--- src/rtl/lfsr_seq_ctrl.sv ---
// Run sequencer for an 8-bit XNOR LFSR (taps 7,3): loads a seed, streams a
// programmed number of states over valid/ready, and flags done/abort/bad-seed.
module lfsr_seq_ctrl #(
    parameter int unsigned LEN_W = 8
) (
    input  logic             clk_i,
    input  logic             rst_i,
    input  logic [7:0]       cfg_seed_i,
    input  logic [LEN_W-1:0] cfg_len_i,
    input  logic             start_i,
    input  logic             abort_i,
    output logic [7:0]       out_data_o,
    output logic             out_valid_o,
    input  logic             out_ready_i,
    output logic             busy_o,
    output logic             done_o,
    output logic             err_seed_o,
    output logic [LEN_W-1:0] count_o
);

    typedef enum logic [1:0] {StIdle, StRun, StDone} state_e;

    state_e           state_q;
    logic [7:0]       lfsr_q;
    logic [LEN_W-1:0] remaining_q;
    logic [LEN_W-1:0] count_q;
    logic             valid_q;
    logic             busy_q;
    logic             done_q;
    logic             err_q;

    logic [7:0]       lfsr_step;
    logic             beat;
    logic             start_ok;
    logic [LEN_W-1:0] count_inc;

    always_comb begin
        lfsr_step = {lfsr_q[6:0], ~(lfsr_q[7] ^ lfsr_q[3])};
        beat      = valid_q & out_ready_i;
        start_ok  = start_i & ~abort_i;
        count_inc = (count_q == {LEN_W{1'b1}}) ? count_q : count_q + 1'b1;
    end

    always_ff @(posedge clk_i or posedge rst_i) begin
        if (rst_i) begin
            state_q     <= StIdle;
            lfsr_q      <= 8'h00;
            remaining_q <= '0;
            count_q     <= '0;
            valid_q     <= 1'b0;
            busy_q      <= 1'b0;
            done_q      <= 1'b0;
            err_q       <= 1'b0;
        end else begin
            done_q <= 1'b0;
            err_q  <= 1'b0;
            unique case (state_q)
                StIdle: begin
                    if (start_ok) begin
                        // Zero-length run wins over the seed check.
                        if (cfg_len_i == '0) begin
                            done_q  <= 1'b1;
                            count_q <= '0;
                        end else if (cfg_seed_i == 8'hFF) begin
                            err_q <= 1'b1;
                        end else begin
                            lfsr_q      <= cfg_seed_i;
                            remaining_q <= cfg_len_i;
                            count_q     <= '0;
                            valid_q     <= 1'b1;
                            busy_q      <= 1'b1;
                            state_q     <= StRun;
                        end
                    end
                end
                StRun: begin
                    // Abort beats a simultaneous handshake; that beat is dropped.
                    if (abort_i) begin
                        valid_q <= 1'b0;
                        busy_q  <= 1'b0;
                        state_q <= StIdle;
                    end else if (beat) begin
                        lfsr_q      <= lfsr_step;
                        remaining_q <= remaining_q - 1'b1;
                        count_q     <= count_inc;
                        if (remaining_q == LEN_W'(1)) begin
                            valid_q <= 1'b0;
                            done_q  <= 1'b1;
                            state_q <= StDone;
                        end
                    end
                end
                StDone: begin
                    busy_q  <= 1'b0;
                    state_q <= StIdle;
                end
                default: begin
                    valid_q <= 1'b0;
                    busy_q  <= 1'b0;
                    state_q <= StIdle;
                end
            endcase
        end
    end

    assign out_data_o  = lfsr_q;
    assign out_valid_o = valid_q;
    assign busy_o      = busy_q;
    assign done_o      = done_q;
    assign err_seed_o  = err_q;
    assign count_o     = count_q;

endmodule

--- config.mk ---
export PLATFORM = sky130hd
export DESIGN_NAME = lfsr_seq_ctrl
export DESIGN_NICKNAME = d
export VERILOG_FILES = /design/src/rtl/lfsr_seq_ctrl.sv
export SDC_FILE = /design/constraint.sdc
export NUM_CORES = 1
export LEC_CHECK = 0
export ABC_AREA = 1
export BUFFER_PORTS_ARGS = -buffer_cell sky130_fd_sc_hd__buf_2
export CAP_MARGIN = 10
export CELL_PAD_IN_SITES_DETAIL_PLACEMENT = 1
export CELL_PAD_IN_SITES_GLOBAL_PLACEMENT = 1
export CORE_ASPECT_RATIO = 1.25
export CORE_UTILIZATION = 38
export CTS_CLUSTER_DIAMETER = 150
export DETAILED_ROUTE_END_ITERATION = 7
export PLACE_DENSITY_LB_ADDON = 0.1
export SYNTH_ARGS = -nofsm -noshare
export SYNTH_HDL_FRONTEND = slang
export SYNTH_SLANG_ARGS = --single-unit
--- constraint.sdc ---
create_clock -name clk_i -period 1.8 [get_ports clk_i]
set_clock_uncertainty 0.1 [all_clocks]
set_input_delay 0.18 -clock clk_i [delete_from_list [all_inputs] [get_ports clk_i]]
set_output_delay 0.18 -clock clk_i [all_outputs]
set_load 0.02 [all_outputs]
==> results.md, run 1 <==
- Setup violations remaining at the end of the flow were counted as 0.
- The clock period could shrink to 1.68 ns.
- Counting every instance in the synthesized netlist gives 296.
- The final setup TNS is 0 ns.
- The final clock period utilization by the worst path is 93.2%.
- The arrival time of the worst setup path is 1.75 ns.
- After global routing the overflow that remains totals 0.
- At the pin with the least slew margin, the transition time is 0.432 ns.
- The adder-cell share of the synthesized area is 1.92%.
- The initialized floorplan defines 28 standard-cell rows.
- By area, the combinational part of the netlist is dominated by simple AND/OR/NAND/NOR gates.
- The critical path required time is 1.88 ns.
- The via count of the first global-routing pass is 2,042.
- Post-CTS timing repair inserted 0 buffers for setup.
- The type of origin of the critical path is a flip-flop.
- The final-report hold violation count is 0.
- The global-route usage over all layers is 22.5%.
- The power per cell area is 1530 nW/um^2.
- Measured on the finished design, the core utilization comes to slightly below 50%.
- The H-tree generated during clock tree synthesis spans 2 levels.
- The post-synthesis xor/xnor area fraction is 0.897%.
- The area taken by multi-input logic gates is 1070 um^2.
- Based on the critical path, the design can be clocked at up to 596 MHz.
- The sequential cell area in the final layout is between 700 and 800 um^2.
- a little over 40 I/O pins were placed.
- Cells with a size suffix above 1 make up about a fifth of the layout.
- STA classifies the critical path endpoint as a flip-flop.
- The TritonCTS buffer count is 5.
- The combined area of all synthesized cells is a little under 2000 um^2.
- The routed length per instance is around 13 um.
- The effective utilization at floorplan is 40.4%.
- The synthesized-area fraction occupied by ao, oa, aoi and oai cells is 4.04%.
- The synthesis warning total is 0.
- At the end of the flow, the number of nets in the layout was ~370.
- From bottom edge to top edge, the die measures 82.2 um.
- The count of distinct cell types in the synthesized netlist is 25.
- The placed standard-cell area is 2230 um^2.
- After synthesis, flip-flops and latches occupy 38.4% of the total area.
- The count of antenna-violating nets left after detailed routing is 0.
- The number of placed instances, taps included, is 395.
- The synthesized area per cell is 6.60 um^2.
- The initial antenna violation count is 0.
- The clock passes through at most 2 buffers.
- Entering global routing, the biggest net connects 31 pins.
- The number of non-filler instances in the completed layout is roughly 400.
- The core footprint is 4830 um^2.
- The worst path setup slack after routing is 0.123 ns.
- The min-delay analysis places its worst path in the category in -> reg.
- Of the post-synthesis cell area, the dominant cell type holds ~38%.
- The vias after detailed routing is 2,016.
- The post-synthesis net count is between 300 and 400.
- The fraction of the mapped netlist area in simple logic gates is 47.1%.
- Setup repair after global routing left no endpoint under its margin.
- The first detailed-routing pass took 5 iterations.
- The run finished with clean final reports.
- The worst-case IR drop observed on VDD is 577 uV.
- The worst-case headroom to the max-slew limit is 71.2%.
- The clock drives 30 sinks.
- The static leakage is 1.33 nW.
- The multiplexer area fraction after synthesis is 0%.
- The number of violations of the max-capacitance limit is 0.
- The completed layout was analyzed and its total power is 3.58 mW.
- Once detailed placement completed, the half-perimeter wirelength came to roughly 4.0 mm.
- Counting the fill cells in the layout gives 675.
- The root cell of the clock tree is sky130_fd_sc_hd__clkbuf_8.
- The maximum fanout encountered on the critical timing path is 27.
- The type of the setup path with the least slack is reg -> reg.
- The floorplan die width is 66.1 um.
- Timing analysis after detailed placement gives a worst setup slack of 0.0777 ns.
- The total die area is 5430 um^2.
- The post-synthesis sequential element count is 30.
- The violation count after the first detailed-route iteration is 89.
- The via-per-instance ratio is 4.99.
- Ranked by total cell area, the synthesized netlist is headed by sky130_fd_sc_hd__dfrtp_1, sky130_fd_sc_hd__nand2_1, sky130_fd_sc_hd__inv_1.
- The first global-routing pass estimated 9.31 mm of wire.
- The post-CTS clock slew at the launch and capture registers of the worst setup and hold paths is 0.07 ns.
- With fillers left out, the area of the finished cells amounts to 2350 um^2.
- The final-report max-slew violation count is 0.
- The detailed-route DRC error count is 0.
- The final wirelength is around 5.4 mm.
- The congestion estimate from routability-driven global placement came to 0.787.
- The insertion delay to the later sink of the worst-skew pair is approximately 0.29 ns.
- During placement, the flow inserted port buffers numbering 40.
- The tightest hold path in the finished design has a slack of 0.111 ns.
- TritonCTS built the clock tree.
- The biggest area consumer among synthesized cells is sky130_fd_sc_hd__dfrtp_1.
- The signed area change from the synthesized netlist to the final layout is 20.1%.
- 0 antenna diodes ended up in the layout.
area by class of cell:
type | instances | share of cell area, %
Clock buffer | 7 | 3.68
Clock inverter | 1 | 0.213
Inverter | 31 | 4.96
Multi-Input combinational cell | 230 | 45.7
Sequential cell | 30 | 32.0
Tap cell | 60 | 3.20
Timing Repair Buffer | 45 | 10.2
synthesized netlist by cell type (all sizes together):
library cell / instances
nand2: 144
nor2: 34
inv: 31
dfrtp: 30
nand3: 23
o21ai: 8
a21oi: 5
buf: 5
nand4: 5
ha: 3
nor3: 2
nor3b: 1
o21bai: 1
o22ai: 1
or2: 1
xnor2: 1
xor2: 1
critical path, stage by stage, from the launching register on:
cell                      delay (ns)
sky130_fd_sc_hd__dfrtp_1        0.42
sky130_fd_sc_hd__inv_1          0.13
sky130_fd_sc_hd__nor2_4         0.06
sky130_fd_sc_hd__inv_2          0.33
sky130_fd_sc_hd__nor2_1         0.11
sky130_fd_sc_hd__inv_1          0.11
sky130_fd_sc_hd__nand2_1        0.06
sky130_fd_sc_hd__o21ai_0        0.17
sky130_fd_sc_hd__nand2_1        0.07
timing repair:
action | in CTS | in global routing
endpoints found under the hold margin | 30 | 0
gates resized for setup | 0 | 3
hold buffers | 1 | 0
setup endpoints to repair | 0 | 8
flip-flops by register name (all words and copies together), names as in the netlist:
signal and count:
busy_o 1, state_q 2, count_o 8, done_o 1, remaining_q 8, out_data_o 8
out_valid_o 1, err_seed_o 1
logic make-up after synthesis:
logic type	Yosys count
buf+inv	36
fa+ha+maj	3
compound gates	15
xor+xnor	2
flops	30
simple gates	210
final timing paths:
| check | startpoint | slack, ns | cells past startpoint | to |
|---|---|---|---|---|
| max | state_q[0]$_DFFE_PP0P_ | 0.12 | 8 | busy_o$_DFFE_PP0P_ |
| min | cfg_seed_i[1] | 0.11 | 5 | out_data_o[1]$_DFFE_PP0P_ |
| max reg2reg | state_q[0]$_DFFE_PP0P_ | 0.12 | 8 | busy_o$_DFFE_PP0P_ |
| min reg2reg | remaining_q[2]$_DFFE_PP0P_ | 0.38 | 2 | remaining_q[2]$_DFFE_PP0P_ |
| max in group asynchronous | rst_i | 0.87 | 4 | remaining_q[1]$_DFFE_PP0P_ |
| min in group asynchronous | rst_i | 0.42 | 4 | out_valid_o$_DFFE_PP0P_ |
per-layer routing:
layer	wire length, um	vias up	global-route usage [%]
met1	2380	959	26.6
li1	-	1007	-
met5	0	-	0
met3	189	8	4.12
met2	2710	42	40.7
met4	92	0	7.45
power by group:
group	switching, mW	internal [mW]
Combinational	1.28	0.611
Sequential	0.208	0.904
Clock	0.272	0.308
layout by cell type, fill, tap and decap left out, types with 2 or more instances in the layout:
master and count:
sky130_fd_sc_hd__buf_2 40, sky130_fd_sc_hd__nor3_1 2, sky130_fd_sc_hd__dfrtp_1 30, sky130_fd_sc_hd__nand4_1 4
sky130_fd_sc_hd__a21oi_1 5, sky130_fd_sc_hd__nand3_1 19, sky130_fd_sc_hd__nor2_4 4, sky130_fd_sc_hd__nand3_4 3
sky130_fd_sc_hd__ha_1 3, sky130_fd_sc_hd__o21ai_0 7, sky130_fd_sc_hd__nor2_1 29, sky130_fd_sc_hd__inv_1 30
sky130_fd_sc_hd__buf_4 4, sky130_fd_sc_hd__clkbuf_8 6, sky130_fd_sc_hd__nand2_2 4, sky130_fd_sc_hd__nand2_1 140
Note: power is estimated with default switching activity, not from simulation.
==> inputs of run 2 (changes only) <==
--- a/config.mk
+++ b/config.mk
@@ -10,7 +10,6 @@
 export CAP_MARGIN = 10
 export CELL_PAD_IN_SITES_DETAIL_PLACEMENT = 1
 export CELL_PAD_IN_SITES_GLOBAL_PLACEMENT = 1
-export CORE_ASPECT_RATIO = 1.25
 export CORE_UTILIZATION = 38
 export CTS_CLUSTER_DIAMETER = 150
 export DETAILED_ROUTE_END_ITERATION = 7
==> run 2 against run 1 <==
  * Clock power decreased by 0.7%
  * Via count is 0.99% lower
  * Die area about the same
  * First-iteration DRC count is 11% lower
  * Sequential share of layout area shrank 0.52 points
==> results.md, run 2 (synthesized netlist as in run 1, its figures left out) <==
- The run finished with clean final reports.
- The number of buffers inserted by post-CTS setup repair was 0 (unchanged).
- The final setup TNS is 0 ns (unchanged).
- The violation count after the first detailed-route iteration is 79 (-11%).
- The final-report hold violation count was 0 (unchanged).
- The count of clock tree sinks was 30 (unchanged).
- The final clock period utilization by the worst path is 91.1% (-2.1 points).
- The total number of H-tree levels was 2 (unchanged).
- The overall die height came to 73.7 um (-10%).
- The global-route layer with the greatest usage is met2.
- The path class of the tightest hold or removal check is in -> reg.
- The actual transition at the worst max-transition pin was 0.407 ns (-0.0242 ns).
- The number of nets in the finished design came to 371 (+1.1%).
- The final worst hold slack was 0.106 ns (-0.00519 ns).
- The vias after detailed routing came to 1,996 (-0.99%).
- The initial antenna violation count is 0 (unchanged).
- The via-per-instance ratio is 4.81 (-3.6%).
- The first-pass GRT wire length is 9.38 mm (+0.74%).
- The fill cell total of the finished layout is 679 (+0.59%).
- The post-CTS clock slew at the launch and capture registers of the worst setup and hold paths came to 0.07 ns (about the same).
- The worst ir drop on vdd is 595 uV (+3.1%).
- The count of inserted antenna diode cells was 0 (unchanged).
- The critical path required time is 1.87 ns (about the same).
- The final wirelength came to 5.47 mm (+2.0%).
- The routed length per instance is 13.2 um (-0.71%).
- In the layout the commonest cells are sky130_fd_sc_hd__nand2_1, sky130_fd_sc_hd__buf_2, sky130_fd_sc_hd__nor2_1, sky130_fd_sc_hd__inv_1, sky130_fd_sc_hd__dfrtp_1.
- The arrival time of the worst setup path is 1.71 ns (-0.04 ns).
- The critical path is of the reg -> reg type.
- The final critical delay including setup and external delays is 1.64 ns (-0.0380 ns).
- The library cell used most frequently in the layout, excluding fill and tap cells, is sky130_fd_sc_hd__nand2_1.
- The area growth from synthesis to layout is 22.1%.
- The global-route usage over all layers is 22.9% (+0.36 points).
- The detailed-route DRC error count is 0 (unchanged).
- The number of endpoints failing setup at the final stage is 0 (unchanged).
- The final HPWL from detailed placement is 4.10 mm (+3.3%).
- TritonCTS built the clock tree.
- The total die area is 5430 um^2 (about the same).
- The met3 demand-to-capacity share in global routing was 3.70% (-0.42 points).
- The number of placed I/O pins is 41 (unchanged).
- The core footprint is 4850 um^2 (+0.28%).
- The effective utilization at floorplan is 40.3% (-0.11 points).
- Setup repair after global routing left no endpoint under its margin.
- The total congestion overflow after global routing was 0 (unchanged).
- The maximum fanout encountered on the critical timing path is 16 (-41%).
- The number of violations of the max-capacitance limit is 0 (unchanged).
- The timing-limited maximum frequency is 610 MHz (+2.3%).
- The met1 layer usage reported by global route is 30.0% (+3.4 points).
- The final-report max-slew violation count is 0 (unchanged).
- The number of placement rows is 25 (-11%).
- The floorplan die width is 73.7 um (+11%).
- The global placement routability congestion is 0.852 (+8.2%).
- The via count of the first global-routing pass was 2,023 (-0.93%).
- The TritonCTS buffer count is 5 (unchanged).
- The power per cell area was 1520 nW/um^2 (-0.10%).
- The static leakage is 1.35 nW (+1.5%).
- The pin count of the biggest net entering global routing is 31 (unchanged).
- The type of origin of the critical path is a flip-flop.
- The global routing met2 resource utilization was 38.0% (-2.7 points).
- The worst-case headroom to the max-slew limit is 72.8% (+1.7 points).
- The cell sitting at the root of the clock tree is a sky130_fd_sc_hd__clkbuf_8.
- The number of buffers inserted by port buffering came to 40 (unchanged).
- The count of antenna-violating nets left after detailed routing is 0 (unchanged).
- The number of iterations in the first detailed-routing pass is 4 (-1).
- The worst-case clock buffer depth is 2 (unchanged).
- The share of cells above drive strength 1 is 20.1% (+0.64 points).
- The worst setup path is captured at a flip-flop.
- The insertion delay to the later sink of the worst-skew pair is 0.28 ns (about the same).
run 2: changes by cell type in the layout (fill, tap and decap cells not counted), sizes merged:
cell | before | now
buf | 44 | 48
run 2: path summary, 6_finish.rpt:
kind / start / endpoint / slack (ns) / cells past startpoint
setup / recovery: state_q[0]$_DFFE_PP0P_ / out_data_o[3]$_DFFE_PP0P_ / 0.16 / 9
hold / removal: cfg_len_i[6] / remaining_q[6]$_DFFE_PP0P_ / 0.11 / 5
setup reg to reg: state_q[0]$_DFFE_PP0P_ / out_data_o[3]$_DFFE_PP0P_ / 0.16 / 9
hold reg to reg: remaining_q[1]$_DFFE_PP0P_ / remaining_q[1]$_DFFE_PP0P_ / 0.38 / 2
max in group asynchronous: rst_i / count_o[4]$_DFFE_PP0P_ / 0.86 / 4
min in group asynchronous: rst_i / state_q[0]$_DFFE_PP0P_ / 0.43 / 4
run 2: routing by layer:
layer  up-vias  part of all wire [%]
met5         -                     0
met4         0                   1.7
met3         8                   2.4
met2        34                    46
met1       936                    49
li1       1018                     -
run 2: cell type report:
class,instances,area (um^2),area share (%)
tap,67,83.8,3.52
inverter,31,119,4.98
sequential,30,751,31.5
clock buffer,7,86.3,3.62
multi-input combinational,230,1070,44.9
timing repair buffer,49,270,11.3
clock inverter,1,5.00,0.210
run 2: metrics by stage:
stage / instance area, um^2 / worst slack, ns / power [mW] / std cells / util [%]
2_1_floorplan: 1950 / 0.180 / 2.50 / 296 / -
3_3_place_gp: 2270 / 0.132 / 3.04 / 406 / 46.7
3_5_place_dp: 2270 / 0.0741 / 3.08 / 406 / 46.7
4_1_cts: 2370 / 0.0630 / 3.67 / 415 / 48.8
5_1_grt: 2380 / 0.0399 / 4.00 / 415 / 49.2
6_report: 2380 / 0.161 / 3.64 / 415 / 49.2
run 2: critical path, stage by stage (launching register included):
cell and delay (ns):
sky130_fd_sc_hd__dfrtp_1 0.44, sky130_fd_sc_hd__inv_1 0.12, sky130_fd_sc_hd__nor2_4 0.14, sky130_fd_sc_hd__buf_4 0.19, sky130_fd_sc_hd__nand2_1 0.08, sky130_fd_sc_hd__nand3_2 0.10
sky130_fd_sc_hd__nor2_4 0.03, sky130_fd_sc_hd__buf_4 0.19, sky130_fd_sc_hd__nand2_1 0.08, sky130_fd_sc_hd__nand2_1 0.05
run 2: what timing repair did:
action / CTS / global route
hold buffers: 1 / 0
hold endpoints to repair: 30 / 0
setup endpoints to repair: 0 / 9
gates resized for setup: 0 / 4
run 2: power breakdown:
| part | leakage [nW] | switching [mW] | internal, mW |
|---|---|---|---|
| Combinational | 0.916 | 1.28 | 0.654 |
| Sequential | 0.390 | 0.221 | 0.904 |
| Clock | 0.0482 | 0.269 | 0.308 |
| Total | 1.35 | 1.77 | 1.87 |
==> inputs of run 3 (changes only) <==
--- a/config.mk
+++ b/config.mk
@@ -5,15 +5,15 @@
 export SDC_FILE = /design/constraint.sdc
 export NUM_CORES = 1
 export LEC_CHECK = 0
-export ABC_AREA = 1
 export BUFFER_PORTS_ARGS = -buffer_cell sky130_fd_sc_hd__buf_2
 export CAP_MARGIN = 10
 export CELL_PAD_IN_SITES_DETAIL_PLACEMENT = 1
 export CELL_PAD_IN_SITES_GLOBAL_PLACEMENT = 1
-export CORE_UTILIZATION = 38
+export CORE_UTILIZATION = 42
 export CTS_CLUSTER_DIAMETER = 150
 export DETAILED_ROUTE_END_ITERATION = 7
 export PLACE_DENSITY_LB_ADDON = 0.1
+export SLEW_MARGIN = 10
 export SYNTH_ARGS = -nofsm -noshare
 export SYNTH_HDL_FRONTEND = slang
 export SYNTH_SLANG_ARGS = --single-unit
==> constraint.sdc (replaced) <==
create_clock -name clk_i -period 2 [get_ports clk_i]
set_clock_uncertainty 0.1 [all_clocks]
set_input_delay 0.2 -clock clk_i [delete_from_list [all_inputs] [get_ports clk_i]]
set_output_delay 0.2 -clock clk_i [all_outputs]
set_load 0.02 [all_outputs]
==> run 3 against run 2 <==
  * Routed wire length fell by 11%
  * Cell area fell by 11%
  * Synthesized area fell by 14%
==> results.md, run 3 <==
- The most frequently used flop master after synthesis is sky130_fd_sc_hd__dfrtp_1.
- The number of nets in the finished design is 265 (-29%).
- The biggest area consumer among synthesized cells is sky130_fd_sc_hd__dfrtp_1.
- Yosys instantiated no cell more often than sky130_fd_sc_hd__o21ai_0.
- The area taken by multi-input logic gates is 887 um^2 (-17%).
- The TritonCTS buffer count came to 5 (unchanged).
- The global placement routability congestion came to 0.902 (+5.9%).
- The library cell used most frequently in the layout, excluding fill and tap cells, is sky130_fd_sc_hd__buf_2.
- The number of endpoints failing setup at the final stage is 0 (unchanged).
- The flow ran to the end, and the final reports show no timing, DRC or antenna violations.
- The count of clock tree sinks is 30 (unchanged).
- The sequential cell area in the final layout is 753 um^2 (+0.33%).
- The timing-limited maximum frequency is 522 MHz (-14%).
- After synthesis, the most frequently instantiated cells are sky130_fd_sc_hd__o21ai_0, sky130_fd_sc_hd__dfrtp_1, sky130_fd_sc_hd__nand2_1, sky130_fd_sc_hd__a21oi_1, sky130_fd_sc_hd__nor2_1.
- The critical path required time was 2.09 ns (+0.22 ns).
- The final setup TNS was 0 ns (unchanged).
- The detailed-route DRC error count is 0 (unchanged).
- The CTS tree is built.
- The share of total power consumed by net switching is 39.3% (-9.4 points).
- The number of violations of the max-capacitance limit is 0 (unchanged).
- The worst setup slack after placement is 0.107 ns (+0.0331 ns).
- The count of inserted antenna diode cells came to 0 (unchanged).
- The post-synthesis net count is 214 (-33%).
- The synthesized area per cell came to 8.84 um^2 (+34%).
- The static leakage is 1.03 nW (-24%).
- The internal portion of total power is 1.36 mW (-27%).
- The critical path goes through ha_1 -> and3_1 -> and4_1 -> a211o_1 -> or2_4 -> o21ai_0.
- The vias after detailed routing came to 1,677 (-16%).
- The final HPWL from detailed placement is 3.45 mm (-16%).
- The worst path setup slack after routing is 0.0842 ns (-0.0767 ns).
- The via-per-instance ratio came to 5.78 (+20%).
- The fill cell total of the finished layout is 458 (-33%).
- The final critical delay including setup and external delays is 1.92 ns (+0.277 ns).
- The total number of H-tree levels is 2 (unchanged).
- The count of buffering cells on the critical path with inverters included came to 0 (-3).
- The worst-case headroom to the max-slew limit is 75.6% (+2.8 points).
- The portion of total power attributed to combinational logic was 36.3% (-17 points).
- The number of enable flip-flop cells after synthesis is 0 (unchanged).
- The worst hold path belongs to the class in -> reg.
- The final-report max-slew violation count is 0 (unchanged).
- The via count of the first global-routing pass is 1,706 (-16%).
- The floorplan die width is 65.3 um (-11%).
- The worst ir drop on vdd was 531 uV (-11%).
- The largest incremental delay on the critical path is 0.43 ns (about the same).
- The final-report hold violation count was 0 (unchanged).
- The root cell of the clock tree is sky130_fd_sc_hd__clkbuf_8.
- The global-route usage over all layers is 25.1% (+2.2 points).
- The final wirelength is 4.85 mm (-11%).
- The worst setup path is of the reg -> reg kind.
- The switching power came to 0.882 mW (-50%).
- The core footprint was 3740 um^2 (-23%).
- The count of distinct cell types in the synthesized netlist was 38 (+52%).
- The fraction of registers with async set/reset came to 100% (unchanged).
- The effective utilization at floorplan was 44.9% (+4.6 points).
- The sequential share of power came to 40.8% (+9.9 points).
- The insertion delay to the later sink of the worst-skew pair came to 0.28 ns (about the same).
- The total die area came to 4260 um^2 (-22%).
- The number of placed I/O pins is 41 (unchanged).
- The signed area change from the synthesized netlist to the final layout is 26.6%.
- By area the synthesized netlist is led by sky130_fd_sc_hd__dfrtp_1, sky130_fd_sc_hd__o21ai_0, sky130_fd_sc_hd__a21oi_1.
- The violation count after the first detailed-route iteration is 78 (-1.3%).
- Setup repair after global routing left no endpoint under its margin.
- The first-pass GRT wire length is 8.07 mm (-14%).
- The post-CTS clock slew at the launch and capture registers of the worst setup and hold paths is 0.07 ns (about the same).
- The overall power is 2.24 mW (-38%).
- The maximum fanout encountered on the critical timing path is 5 (-11).
- The family of cells with the greatest summed delay on the critical path is simple AND/OR/NAND/NOR gates.
- The number of buffers inserted by port buffering is 40 (unchanged).
- The post-synthesis sequential element count is 30 (unchanged).
- The reg2reg setup slack is 0.08 ns (-0.08 ns).
- The synthesis warning total is 0 (unchanged).
- The overall die height is 65.3 um (-11%).
- The routed length per instance is 16.7 um (+27%).
- The number of iterations in the first detailed-routing pass is 4 (unchanged).
- The register area share after synthesis is 44.7% (+6.2 points).
- The endpoint kind of the worst setup timing path is a flip-flop.
- The total congestion overflow after global routing is 0 (unchanged).
- The worst-case clock buffer depth is 2 (unchanged).
- The number of placement rows is 22 (-12%).
- The type of origin of the critical path is a flip-flop.
- The initial antenna violation count is 0 (unchanged).
- The pin count of the biggest net entering global routing is 33 (+6.5%).
- The power per cell area is 1050 nW/um^2 (-31%).
- The final clock period utilization by the worst path is 95.8% (+4.7 points).
- The clock share of power is 22.8% (+6.9 points).
- Among all stages on the critical path, the largest delay is contributed by sky130_fd_sc_hd__dfrtp_2.
- The portion of synthesized cell area occupied by the leading cell type is 44.7% (+6.2 points).
- In the layout the commonest cells are sky130_fd_sc_hd__buf_2, sky130_fd_sc_hd__o21ai_0, sky130_fd_sc_hd__dfrtp_1, sky130_fd_sc_hd__nand2_1, sky130_fd_sc_hd__a21oi_1.
- The combined area of all synthesized cells is 1680 um^2 (-14%).
- The count of antenna-violating nets left after detailed routing is 0 (unchanged).
- The share of cells above drive strength 1 was 28.1% (+8.0 points).
- The number of standard cells after synthesis is 190 (-36%).
- The arrival time of the worst setup path came to 2.01 ns (+0.30 ns).
- The actual transition at the worst max-transition pin is 0.357 ns (-0.0506 ns).
-- run 3: worst register-to-register path: cells and delay by family, from the launching register on --
family | cells | cell delay (ns)
AOI/OAI and AO/OA | 2 | 0.47
DFF | 1 | 0.43
adders and majority gates | 1 | 0.22
and+or+nand+nor | 3 | 0.62
-- run 3: cells by family after synthesis --
| logic type | Yosys count | share of synthesized area, % |
|---|---|---|
| AO/OA/AOI/OAI | 65 | 21.3 |
| XOR/XNOR | 1 | 0.521 |
| adder cells (fa/ha/maj) | 3 | 2.23 |
| buffers and inverters | 15 | 4.02 |
| flip-flops | 30 | 44.7 |
| multiplexers | 8 | 4.77 |
| AND/OR/NAND/NOR | 68 | 22.5 |
-- run 3: cell type report --
| cell class | instances | area share [%] |
|---|---|---|
| Timing Repair Buffer | 53 | 14.7 |
| Clock inverter | 1 | 0.235 |
| Inverter | 6 | 1.06 |
| Sequential cell | 30 | 35.4 |
| Tap cell | 48 | 2.82 |
| Clock buffer | 7 | 4.06 |
| Multi-Input combinational cell | 145 | 41.7 |
-- run 3: stage by stage --
| stage | hold slack (ns) | utilization [%] | instance area [um^2] | instances |
|---|---|---|---|---|
| finish | 0.0890 | 56.8 | 2130 | 290 |
| global route | 0.113 | 56.8 | 2130 | 290 |
| CTS | 0.0825 | 56.1 | 2100 | 290 |
| detailed placement | 0.201 | 53.4 | 2000 | 281 |
| global placement | 0.188 | 53.4 | 2000 | 281 |
| floorplan | 0.171 | - | 1680 | 190 |
-- run 3: power groups by stage --
stage	Sequential, mW	Combinational [mW]	Clock [mW]
final	0.916	0.815	0.512
after CTS	0.916	0.815	0.519
after global routing	0.941	0.917	0.542
after floorplan	1.01	0.392	0
after global placement	0.908	0.774	0
after detailed placement	0.923	0.805	0
-- run 3: what timing repair did --
| action | CTS | global route |
|---|---|---|
| setup buffers | 0 | 0 |
| hold buffers | 1 | 0 |
| setup endpoints to repair | 0 | 5 |
| endpoints found under the hold margin | 30 | 0 |
| resized for setup | 0 | 8 |
-- run 3: worst paths after layout --
check	start	to	depth (start not counted)
min	abort_i	state_q[1]$_DFFE_PP0P_	2
min reg2reg	count_o[5]$_DFFE_PP0P_	count_o[5]$_DFFE_PP0P_	1
min in group asynchronous	rst_i	count_o[1]$_DFFE_PP0P_	4
max in group asynchronous	rst_i	state_q[0]$_DFFE_PP0P_	4
max reg2reg	count_o[0]$_DFFE_PP0P_	count_o[3]$_DFFE_PP0P_	6
max	count_o[0]$_DFFE_PP0P_	count_o[3]$_DFFE_PP0P_	6
-- run 3: metal layers --
| metal | GRT usage [%] | vias to the layer above | routed length (um) |
|---|---|---|---|
| li1 | - | 791 | - |
| met1 | 31.5 | 836 | 2160 |
| met2 | 42.9 | 44 | 2440 |
| met3 | 6.08 | 6 | 200 |
| met4 | 6.25 | 0 | 48 |
| met5 | 0 | - | 0 |
